### src/rtl/rotary_encoder_decoder.sv
// Quadrature rotary encoder decoder with push switch: synchronizes and debounces the raw
// channels, then emits one-cycle detent, press and illegal-transition pulses.
module rotary_encoder_decoder #(
  parameter int unsigned DEBOUNCE_CLK_CYCLES = 4,
  parameter int unsigned STEPS_PER_DETENT    = 4
) (
  input  logic i_Clk,
  input  logic i_Rst,
  input  logic i_Enc_A,
  input  logic i_Enc_B,
  input  logic i_Enc_Sw,
  output logic o_Encoder_Btn,
  output logic o_Encoder_Left,
  output logic o_Encoder_Right,
  output logic o_Error
);

  typedef enum logic [1:0] {
    STEP_NONE,
    STEP_CW,
    STEP_CCW,
    STEP_ILLEGAL
  } step_e;

  localparam logic [15:0]       CNT_MAX  = 16'(DEBOUNCE_CLK_CYCLES - 1);
  localparam logic signed [3:0] STEP_LIM = 4'(STEPS_PER_DETENT);

  // Bit 2 = A, bit 1 = B, bit 0 = Sw throughout.
  logic [2:0]       raw;
  logic [2:0]       sync1_q, sync2_q;
  logic [2:0]       filt_q, filt_d;
  logic [2:0][15:0] cnt_q, cnt_d;
  logic [1:0]       prev_ab_q;
  logic             prev_sw_q;
  logic signed [3:0] acc_q, acc_d, acc_inc, acc_dec;
  logic             btn_q, left_q, right_q, err_q;
  logic             btn_d, left_d, right_d, err_d;
  step_e            step;

  assign raw = {i_Enc_A, i_Enc_B, i_Enc_Sw};

  always_comb begin
    filt_d = filt_q;
    cnt_d  = cnt_q;
    for (int unsigned i = 0; i < 3; i++) begin
      if (sync2_q[i] == filt_q[i]) begin
        cnt_d[i] = '0;
      end else if (cnt_q[i] == CNT_MAX) begin
        filt_d[i] = sync2_q[i];
        cnt_d[i]  = '0;
      end else begin
        cnt_d[i] = cnt_q[i] + 16'd1;
      end
    end
  end

  // Gray order 11 -> 10 -> 00 -> 01 -> 11 is clockwise; a double-bit change is illegal.
  always_comb begin
    unique case ({prev_ab_q, filt_q[2:1]})
      4'b11_10, 4'b10_00, 4'b00_01, 4'b01_11: step = STEP_CW;
      4'b10_11, 4'b00_10, 4'b01_00, 4'b11_01: step = STEP_CCW;
      4'b11_00, 4'b00_11, 4'b10_01, 4'b01_10: step = STEP_ILLEGAL;
      default:                                step = STEP_NONE;
    endcase
  end

  assign acc_inc = acc_q + 4'sd1;
  assign acc_dec = acc_q - 4'sd1;

  always_comb begin
    acc_d   = acc_q;
    left_d  = 1'b0;
    right_d = 1'b0;
    err_d   = 1'b0;
    btn_d   = prev_sw_q & ~filt_q[0];
    case (step)
      STEP_CW: begin
        if (acc_inc == STEP_LIM) begin
          right_d = 1'b1;
          acc_d   = '0;
        end else begin
          acc_d = acc_inc;
        end
      end
      STEP_CCW: begin
        if (acc_dec == -STEP_LIM) begin
          left_d = 1'b1;
          acc_d  = '0;
        end else begin
          acc_d = acc_dec;
        end
      end
      STEP_ILLEGAL: err_d = 1'b1;
      default: ;
    endcase
  end

  always_ff @(posedge i_Clk) begin
    if (i_Rst) begin
      sync1_q   <= '1;
      sync2_q   <= '1;
      filt_q    <= '1;
      cnt_q     <= '0;
      prev_ab_q <= 2'b11;
      prev_sw_q <= 1'b1;
      acc_q     <= '0;
      btn_q     <= 1'b0;
      left_q    <= 1'b0;
      right_q   <= 1'b0;
      err_q     <= 1'b0;
    end else begin
      sync1_q   <= raw;
      sync2_q   <= sync1_q;
      filt_q    <= filt_d;
      cnt_q     <= cnt_d;
      prev_ab_q <= filt_q[2:1];
      prev_sw_q <= filt_q[0];
      acc_q     <= acc_d;
      btn_q     <= btn_d;
      left_q    <= left_d;
      right_q   <= right_d;
      err_q     <= err_d;
    end
  end

  assign o_Encoder_Btn   = btn_q;
  assign o_Encoder_Left  = left_q;
  assign o_Encoder_Right = right_q;
  assign o_Error         = err_q;

endmodule

### config.mk
export PLATFORM = sky130hd
export DESIGN_NAME = rotary_encoder_decoder
export DESIGN_NICKNAME = d
export VERILOG_FILES = /design/src/rtl/rotary_encoder_decoder.sv
export SDC_FILE = /design/constraint.sdc
export NUM_CORES = 1
export LEC_CHECK = 0
export CAP_MARGIN = 20
export CORE_AREA = 2 2 85 87
export DETAILED_ROUTE_END_ITERATION = 10
export DIE_AREA = 0 0 87 89
export HOLD_SLACK_MARGIN = 0.08
export PLACE_DENSITY = 0.61
export RECOVER_POWER = 100
export SYNTH_ARGS = -nofsm -noshare
export SYNTH_HDL_FRONTEND = slang
export SYNTH_SLANG_ARGS = --single-unit
### constraint.sdc
create_clock -name i_Clk -period 3.4 [get_ports i_Clk]
set_input_delay 0.34 -clock i_Clk [delete_from_list [all_inputs] [get_ports i_Clk]]
set_output_delay 0.34 -clock i_Clk [all_outputs]
set_load 0.005 [all_outputs]
# Yosys cells after proc, flatten, opt, wreduce, memory -nomap -nowiden
# Memories as Yosys holds them, arrays and structs flattened.
# Index checks and enable logic that the tools add are counted.
# op_classes
n_lt_le_gt_ge	0
bitwise_logic	7
muxes	6
n_eq_ne	11
reduce_logical	9
div_mod_pow	0
shifts	0
n_addsub	5
mul	0
# ops
op	n
$add 16x1->16 const B	3
$eq 16x2->1 const B	3
$reduce_or 3->1	3
$mux 4	2
$pmux 4 s2	1
$not 1->1	6
$reduce_and 2->1	3
$add 4x2->4 const B	1
$eq 2x2->1 const B	2
$eq 4x3->1 const B	1
$eq 4x4->1 const B	1
$reduce_or 2->1	2
$sub 4x2->4 const B	1
$eq 1x1->1	3
$mux 1	3
$eq 2x1->1 const B	1
$reduce_bool 2->1	1
$and 1x1->1	1
# word_totals
regBits	68
mem_bits_rw	0
romBits	32
latchBits	0
mem_count	1
# mem_list
memory	words	width	rd	rd_clocked_by_memory_dff	wr	line	text
(no name shown)	16	2	1	0	0	59	unique case ({prev_ab_q, filt_q[2:1]})

# Logic depth before layout (Yosys ltp)
# Gate-level depths: netlist of run 1.
# logic_depth
word_depth	4
depth_mapped	11
depth_no_buf	9

# Worst setup path before layout of run 1
# OpenSTA, ideal clock, no wires.
# synth_timing
path_kind	register -> register
startpoint	reg filt_q[1]
endpoint	reg acc_q[2]
setup_ns	0.070
synth_period_minus_slack_ns	2.101
path_buffers	2
required_time_ns	3.330
path_stages_with_launch	10
slack_ns	1.299
arrival_time_ns	2.031
cell_sequence	dfxtp_1 -> clkbuf_1 -> mux2i_1 -> o21ai_0 -> ha_1 -> clkbuf_1 -> mux2_2 -> a22oi_1 -> nand3_1 -> a21oi_1
# synth_via
elab_chain_cells	3
word_cells_on_any_way	5
cone_classes	eq/ne (2); mux (1); reduce/logical (1); memory (1)
# synth_lines
item	line	text
from (decl)	31	logic [2:0] filt_q, filt_d;
from (signal assigned)	114	filt_q <= filt_d;
$mem_v2 16x2 (*)	-	
$eq 2x2->1 / $eq 2x1->1 (equally long branches)	76	case (step)
$pmux 4 s2 / $reduce_bool 2->1 (equally long branches)	-	
to (signal assigned)	106	acc_q <= '0;
to (signal assigned)	118	acc_q <= acc_d;
to (decl)	35	logic signed [3:0] acc_q, acc_d, acc_inc, acc_dec;
# Mark *: on every way between the ends. The rest lies on a longest branch, timed or not.
# A chain may end at the register's enable or synchronous reset.

# Worst setup path in the final report of run 1
# Ends and elaborated chain as after synthesis.

==> impl_metrics.toml, run 1 <==
[outcome]
status = "finished, final reports clean"

[placement]
gp_congestion = 0.8101
dp.final_hpwl_mm = 3.318
dp_cells = 418
io_buffers = 8
place_ws_ns = 1.217
place_area_um2 = 3158

[clock_tree]
clk_pin_slew_ns = 0.06
cts_buffers = 9
cts.sinks = 68
cts_root_buf = "clkbuf_8"
cts_resized = 0
insertion_delay_ns = 0.33
cts_hold_buf = 0
cts_max_level = 3
cts_tree = "yes"
clk_path_buf_depth = 2
post_cts_buffers = 0

[hold_path]
hold_depth = 1
hold_class = "flip-flop to flip-flop"
min_from = "sync1_q[2]"
min_to = "sync2_q[2]"

[floorplan]
fp.dieArea_um2 = 7743
start_util_pct = 45.01
core_area_um2 = 6719
io_pins = 9
die_width_um = 87
die_h_um = 89
rows = 30

[worst_setup_path]
endpoint_kind = "flip-flop"
worstPathMaxFanout = 9
startpoint_type = "flip-flop"
reg2reg_depth = 7
r2r-end = "acc_q[2]"
worstReg2RegStart = "filt_q[1]"
required_ns = 3.65
r2r_slack_ns = 1.23
crit_arrival_ns = 2.43
path_class = "flip-flop to flip-flop"

[drt]
finalWirelength_mm = 5.042
drtIter0Drc = 110
vias_per_cell = 5.300
drc = 0
via_count = 2279
wl_per_cell_um = 11.73
firstDrtPassIters = 4
ant_nets = 0

[synth]
yosysWarnings = 0
netlist_area_um2 = 3024
avgSynthCellArea_um2 = 8.843
ys_seq_elements = 68
synth_area_leader_cell = "dfxtp_1"
synth.area.top_cells = "dfxtp_1, xnor2_1, nor2_1"
syn_nets = 356
synth_cells = 342
yosysUniqueCellTypes = 37
synth_top_area_share_pct = 45.01
synth-seq-area-share_pct = 45.01

[power]
power_frac_comb_pct = 1.3
peakVddDrop_uv = 205.4
power_density_nw_per_um2 = 410.1
p_switching_mw = 0.2763
p_total_mw = 1.355
p_leak_nw = 1.120
clock_power_share_pct = 39.4
intPower_mw = 1.078
p_seq_share_pct = 59.3
swShare_pct = 20.40

[global_route]
grt_util_met1_pct = 19.47
grt_max_degree = 23
use_met3_pct = 3.139
grt_use_total_pct = 14.81
grt_pass1_wl_mm = 9.163
grt_antenna_before_repair = 0
gr-max-usage-layer = "met2"
grt_overflow = 0
met2_usage_pct = 22.97
grt_pass1_vias = 2064

[finish]
fillers = 637
final_layout_size_suffix_gt1_share_pct = 6.571
syn_to_final_growth_pct = 9.226
finish.instance_area_um2 = 3303
stdcell_count = 430
layout.nets = 363
fin_util_pct = 49.16
n_antenna_cell = 0

[sta]
tightest_slew_ns = 0.6770
post-route-period-util_pct = 63.95
tns_ns = 0
rsz0062_at_grt = "false"
finalCriticalPeriod_ns = 2.174
timing.final.ws_setup_ns = 1.226
fmax_mhz = 459.9
hold_viol = 0
slew-limit-headroom_pct = 54.72
holdWs_ns = 0.4118
slew_violations = 0
setup_viol = 0
fin_skew_ns = 0.009900

[flow_run]
drv_cap = 0
==> per-layer routing <==
layer / vias to the layer above / wire length, um / part of all wire [%]
met3: 7 / 147 / 2.9
li1: 1194 / - / -
met5: - / 0 / 0
met4: 0 / 61 / 1.2
met2: 33 / 2239 / 44
met1: 1045 / 2592 / 51
==> logic make-up after synthesis <==
kind of cell    count (synthesis)  synth area share [%]
simple gates                  170                 29.37
flops                          68                 45.01
xor+xnor                       45                 13.03
compound gates                 24                 5.131
buf+inv                        24                 3.020
fa+ha+maj                       9                 3.724
mux                             2                0.7033
==> cell usage in the layout, fill, tap and decap left out, types with 2 or more instances in the layout <==
master / n
nor4b_1: 3
dlygate4sd3_1: 5
nand4_1: 14
nand3b_1: 2
nor3_1: 10
xnor2_1: 31
nand2_1: 15
xor2_1: 14
o2111ai_1: 2
or2_2: 9
nor2b_1: 2
nand2b_1: 2
and4_1: 2
clkbuf_8: 10
or3_1: 2
clkdlybuf4s50_1: 3
o21ai_0: 5
inv_1: 12
nor2_1: 62
nand4_2: 2
dfxtp_1: 68
or4_1: 2
and3_1: 7
nand3_1: 16
clkbuf_1: 2
a22oi_1: 2
a21oi_1: 8
a211o_1: 3
nor4_1: 17
ha_1: 9
==> power groups by stage <==
stage	Clock, mW	Sequential [mW]	Combinational, mW
floorplan	0	0.821	0.0118
global placement	0	0.821	0.0184
detailed placement	0	0.821	0.0186
CTS	0.559	0.803	0.0188
global route	0.593	0.803	0.0207
finish	0.533	0.803	0.0180
==> how the worst max path moves through the flow <==
stage | startpoint | to | depth (start not counted)
final | filt_q[1] | acc_q[2] | 7
after global routing | filt_q[1] | acc_q[2] | 7
after CTS | filt_q[1] | acc_q[2] | 7
after detailed placement | filt_q[1] | acc_q[2] | 7
after global placement | filt_q[1] | acc_q[2] | 7
after floorplan | filt_q[1] | acc_q[2] | 9
==> critical path, cell delays in order (launching register included) <==
cell	delay [ns]
dfxtp_1	0.48
mux2i_1	0.12
o21ai_0	0.33
ha_1	0.43
mux2_2	0.37
a22oi_1	0.13
nand3_1	0.09
a21oi_1	0.15
==> cell usage after synthesis <==
cell type	instances
and4_1	2
a211oi_1	1
and3_1	7
nor2_1	62
clkbuf_1	11
o2111ai_1	2
nor3_1	10
nor3b_1	1
o31ai_1	1
nand3_1	16
xnor2_1	31
nand3b_1	2
nor2b_1	2
mux2i_1	1
a22oi_1	2
ha_1	9
nand4_2	2
nand4_4	1
a21o_1	1
or3_1	2
or4_1	2
buf_2	1
nand2_1	15
o31a_1	1
and4b_1	1
nand4_1	14
xor2_1	14
inv_1	12
a211o_1	3
or2_2	9
a21oi_1	8
mux2_2	1
dfxtp_1	68
nor4b_1	3
nor4_1	17
nand2b_1	2
o21ai_0	5
==> state kept, by name, indices dropped and copies added (netlist names) <==
signal / cells
acc_q: 4
o_Encoder_Right: 1
filt_q: 3
prev_ab_q: 2
prev_sw_q: 1
o_Encoder_Btn: 1
o_Encoder_Left: 1
sync1_q: 3
sync2_q: 3
o_Error: 1
cnt_q: 48
==> area by class of cell <==
class / instances / area (um^2) / area share, %
inverter: 12 / 45.04 / 1.364
multi-input combinational: 250 / 1572 / 47.58
tap: 80 / 100.1 / 3.030
timing repair buffer: 8 / 80.08 / 2.424
clock buffer: 12 / 145.1 / 4.394
sequential: 68 / 1361 / 41.21
(Power assumes the default switching activity.)
==> inputs of run 2 (changes only) <==
==> constraint.sdc (replaced) <==
create_clock -name i_Clk -period 2.05 [get_ports i_Clk]
set_input_delay 0.205 -clock i_Clk [delete_from_list [all_inputs] [get_ports i_Clk]]
set_output_delay 0.205 -clock i_Clk [all_outputs]
set_load 0.005 [all_outputs]
==> run 2 against run 1 <==
Non-clock buffer count grew 6. Clock power grew 120%. Critical path depth grew 3. Sequential power grew 66%. Routed wire length grew 2.6%. Cell count grew 2.3%. Worst setup slack lost 1.0 ns. Clock-buffer cell count grew 1. Sequential cell count is the same. Clock skew shrank 0.0036 ns. Via count grew 1.1%. Combinational power grew 89%. Critical endpoint unchanged.
==> impl_metrics.toml, run 2 (synthesis results as in run 1) <==
[sta]
finalCriticalPeriod_ns = 1.837
post-route-period-util_pct = 89.63
fmax_mhz = 544.2
slew-limit-headroom_pct = 69.89
slew_violations = 0
timing.final.ws_setup_ns = 0.2126
hold_viol = 0
rsz0062_at_grt = "false"
tns_ns = 0
setup_viol = 0
fin_skew_ns = 0.006326
holdWs_ns = 0.4080
tightest_slew_ns = 0.4517

[outcome]
status = "finished, final reports clean"

[worst_setup_path]
cpPeakStageDelay_ns = 0.41
worstPathMaxFanout = 9
cp_cell_sequence = "nor2_1, a21oi_1, nor2_1, a21o_1, ha_1, buf_4, nand3b_1, a22oi_1, nand3_1, a21oi_1"
slowest_stage = "dfxtp_2"
worstReg2RegStart = "filt_q[1]"
endpoint_kind = "flip-flop"
path_class = "flip-flop to flip-flop"
crit_arrival_ns = 2.10
path_delay_family = "compound AO/OA/AOI/OAI gates"
r2r_slack_ns = 0.21
required_ns = 2.32
cp.buffers_inverters = 1
reg2reg_depth = 10
startpoint_type = "flip-flop"
r2r-end = "acc_q[2]"

[placement]
dp.final_hpwl_mm = 3.482
dp_cells = 424
place_area_um2 = 3203
gp_congestion = 0.8271
io_buffers = 8
place_ws_ns = 0.1238

[hold_path]
hold_depth = 1
min_from = "sync1_q[2]"
hold_class = "flip-flop to flip-flop"
min_to = "sync2_q[2]"

[finish]
n_antenna_cell = 0
largest_reg_flops = 48
reg_top3 = "cnt_q x48, acc_q x4"
stdcell_count = 440
layout.nets = 369
final_layout_size_suffix_gt1_share_pct = 9.722
layout_commonest_cell = "dfxtp_1"
finish.instance_area_um2 = 3417
syn_to_final_growth_pct = 12.99
largest-register = "cnt_q"
fin_util_pct = 50.86
final_cell_mix = "dfxtp_1, nor2_1, xnor2_1, nor4_1, nand3_1"

[global_route]
grt_use_total_pct = 15.32
use_met3_pct = 4.801
gr-max-usage-layer = "met2"
grt_pass1_wl_mm = 9.418
grt_util_met1_pct = 20.44
grt_pass1_vias = 2107
met2_usage_pct = 23.04
grt_overflow = 0
grt_max_degree = 16
grt_antenna_before_repair = 0

[drt]
finalWirelength_mm = 5.175
drc = 0
ant_nets = 0
vias_per_cell = 5.234
firstDrtPassIters = 4
wl_per_cell_um = 11.76
via_count = 2303
drtIter0Drc = 121

[floorplan]
io_pins = 9
die_h_um = 89
core_area_um2 = 6719
rows = 30
start_util_pct = 45.01
fp.dieArea_um2 = 7743
die_width_um = 87

[clock_tree]
cts.sinks = 68
insertion_delay_ns = 0.34
cts_max_level = 3
clk_path_buf_depth = 2
cts_hold_buf = 0
cts_buffers = 9
cts_tree = "yes"
clk_pin_slew_ns = 0.07
cts_root_buf = "clkbuf_8"

[power]
peakVddDrop_uv = 422.6
p_leak_nw = 1.181
power_density_nw_per_um2 = 745.1
p_total_mw = 2.546

[flow_run]
drv_cap = 0
[run 2: repair_timing]
action / 4_1_cts / 5_1_grt
buffers inserted: 0 / 0
resized for setup: 0 / 2
setup endpoints to repair: 0 / 2
[run 2: layout make-up]
| cell class | count | area, um^2 |
|---|---|---|
| clock buffer | 13 | 178.9 |
| clock inverter | 3 | 42.54 |
| fill | 634 | 3302 |
| inverter | 12 | 45.04 |
| multi-input combinational | 250 | 1572 |
| sequential | 68 | 1363 |
| tap | 80 | 100.1 |
| timing repair buffer | 14 | 116.4 |
[run 2: routing by layer]
layer	vias to the layer above	wire (um)
li1	1211	-
met1	1057	2686
met2	29	2249
met4	0	57
met5	-	0
met3	6	182
[run 2: worst reg2reg max path: cells and delay by family, from the launching register on]
| kind | cells | cell delay [ns] |
|---|---|---|
| buf+inv | 1 | 0.17 |
| simple gates | 4 | 0.40 |
| fa+ha+maj | 1 | 0.21 |
| compound gates | 4 | 0.58 |
| flops | 1 | 0.41 |
[run 2: how the worst max path moves through the flow]
| stage | start | endpoint | slack (ns) | cells after the start |
|---|---|---|---|---|
| after detailed placement | filt_q[1] | acc_q[2] | 0.12 | 10 |
| final | filt_q[1] | acc_q[2] | 0.21 | 10 |
| after global placement | filt_q[1] | acc_q[2] | 0.19 | 9 |
| after floorplan | filt_q[1] | acc_q[2] | 0.05 | 9 |
| after CTS | filt_q[1] | acc_q[2] | 0.11 | 10 |
| after global routing | filt_q[1] | acc_q[2] | 0.04 | 10 |
[run 2: power by group]
part | total, mW | internal, mW | switching, mW | leakage [nW]
sequential | 1.33 | 1.33 | 0.00349 | 0.549
clock | 1.18 | 0.693 | 0.488 | 0.112
combinational | 0.0340 | 0.0158 | 0.0182 | 0.520
==> inputs of run 3 (changes only) <==
--- a/config.mk
+++ b/config.mk
@@ -12,6 +12,7 @@
 export HOLD_SLACK_MARGIN = 0.08
 export PLACE_DENSITY = 0.61
 export RECOVER_POWER = 100
+export SETUP_SLACK_MARGIN = 0.3
 export SYNTH_ARGS = -nofsm -noshare
 export SYNTH_HDL_FRONTEND = slang
 export SYNTH_SLANG_ARGS = --single-unit
==> run 3 against run 2 <==
Register-to-register slack about the same. Via count increased by 1.6%. Routed wire length increased by 7.5%. Sequential power barely moved. First-iteration DRC count shrank 35%. Critical endpoint unchanged. Largest power group unchanged.
==> impl_metrics.toml, run 3 (synthesis results as in run 1) <==
[outcome]
status = "finished, final reports clean"

[sta]
hold_viol = 0
post-route-period-util_pct = 89.55
fmax_mhz = 544.7
slew_violations = 0
tightest_slew_ns = 0.4219
fin_skew_ns = 0.004644
setup_viol = 0
rsz0062_at_grt = "true"
slew-limit-headroom_pct = 71.87
finalCriticalPeriod_ns = 1.836
tns_ns = 0

[drt]
drc = 0
wl_per_cell_um = 12.44
drtIter0Drc = 79
firstDrtPassIters = 6
finalWirelength_mm = 5.562
vias_per_cell = 5.235
via_count = 2340
ant_nets = 0

[global_route]
grt_use_total_pct = 15.70
grt_overflow = 0
grt_pass1_vias = 2204
grt_max_degree = 16
grt_pass1_wl_mm = 9.577
grt_antenna_before_repair = 0

[worst_setup_path]
r2r_slack_ns = 0.21
crit_arrival_ns = 2.10
worstPathMaxFanout = 8
cp_cell_sequence = "mux2i_1, o21ai_4, ha_1, mux2_1, a22oi_2, nand3_1, a21oi_1"
startpoint_type = "flip-flop"
slowest_stage = "dfxtp_4"
required_ns = 2.32
endpoint_kind = "flip-flop"
worstReg2RegStart = "filt_q[1]"
cpPeakStageDelay_ns = 0.41
reg2reg_depth = 7
path_class = "flip-flop to flip-flop"
r2r-end = "acc_q[2]"

[clock_tree]
clk_path_buf_depth = 2
clk_pin_slew_ns = 0.07
cts_hold_buf = 0
cts_max_level = 3
cts_tree = "yes"
insertion_delay_ns = 0.34
cts_root_buf = "clkbuf_8"
cts.sinks = 68
cts_buffers = 9

[floorplan]
io_pins = 9
core_area_um2 = 6719
die_width_um = 87
die_h_um = 89
rows = 30
fp.dieArea_um2 = 7743
start_util_pct = 45.01

[finish]
largest_reg_flops = 48
reg_top3 = "cnt_q x48, acc_q x4"
largest-register = "cnt_q"
layout.nets = 376
n_antenna_cell = 0
fillers = 644
final_layout_size_suffix_gt1_share_pct = 13.62
final_cell_mix = "dfxtp_1, nor2_1, xnor2_1, nor4_1, nand3_1"
syn_to_final_growth_pct = 16.84
layout_commonest_cell = "dfxtp_1"

[power]
p_leak_nw = 1.218
power_density_nw_per_um2 = 740.1
p_total_mw = 2.615
peakVddDrop_uv = 492.5

[flow_run]
drv_cap = 0

[placement]
io_buffers = 8
gp_congestion = 0.8009
dp.final_hpwl_mm = 3.630

[hold_path]
min_from = "sync1_q[1]"
hold_class = "flip-flop to flip-flop"
hold_depth = 1
min_to = "sync2_q[1]"
-- run 3: changes by cell type in the layout (fill, tap and decap cells not counted), sizes merged --
| cell | change |
|---|---|
| buf | +4 |
| bufinv | +1 |
| clkbuf | +1 |
| clkinvlp | +1 |
-- run 3: cell type report --
class	instances	area (um^2)	area share, %
multi-input combinational	250	1625	46.00
clock buffer	11	151.4	4.285
tap	80	100.1	2.833
sequential	68	1370	38.77
clock inverter	5	83.83	2.373
inverter	12	45.04	1.275
timing repair buffer	21	157.7	4.462
-- run 3: timing repair --
action | CTS | global route
setup endpoints to repair | 3 | 27
pin swaps | 1 | 9
gates resized for setup | 6 | 15
buffers inserted | 3 | 2
-- run 3: worst max path at each step --
| stage | start | end | slack (ns) | depth (start not counted) |
|---|---|---|---|---|
| 3_5_place_dp | filt_q[1] | acc_q[2] | 0.03 | 8 |
| 6_report | filt_q[1] | acc_q[2] | 0.21 | 7 |
| 3_3_place_gp | filt_q[1] | acc_q[2] | 0.14 | 8 |
| 2_1_floorplan | filt_q[1] | acc_q[2] | 0.25 | 11 |
| 5_1_grt | prev_ab_q[0] | acc_q[2] | 0.08 | 7 |
| 4_1_cts | filt_q[1] | acc_q[2] | 0.30 | 9 |
-- run 3: worst max-delay path: cells and delay by family (launching register included) --
kind                     cells  cell delay [ns]
adder cells (fa/ha/maj)      1             0.25
flip-flops                   1             0.41
multiplexers                 2             0.63
AO/OA/AOI/OAI                3             0.37
AND/OR/NAND/NOR              1             0.09
-- run 3: metrics by stage --
stage / std cells / utilization, % / setup slack [ns] / hold slack, ns / area [um^2]
finish: 447 / 52.59 / 0.2142 / 0.4093 / 3533
global route: 447 / 52.59 / 0.08215 / 0.4076 / 3533
CTS: 445 / 52.31 / 0.2987 / 0.4025 / 3515
detailed placement: 426 / 48.03 / 0.03484 / 0.3933 / 3227
global placement: 426 / 48.03 / 0.1448 / 0.3924 / 3227
floorplan: 342 / - / 0.2507 / 0.3088 / 3053
-- run 3: per-layer routing --
metal  track usage (%)  share of wire, %  vias to the layer above
li1                  -                 -                     1228
met1             18.90                48                     1083
met2             25.95                48                       21
met3             5.540               3.2                        8
met4             5.824              0.83                        0
met5                 0                 0                        -
-- run 3: where the power goes --
group	internal (mW)	total (mW)	leakage, nW	switching, mW
clock network	0.753	1.25	0.112	0.497
registers	1.33	1.33	0.549	0.00374
logic	0.0165	0.0349	0.556	0.0183
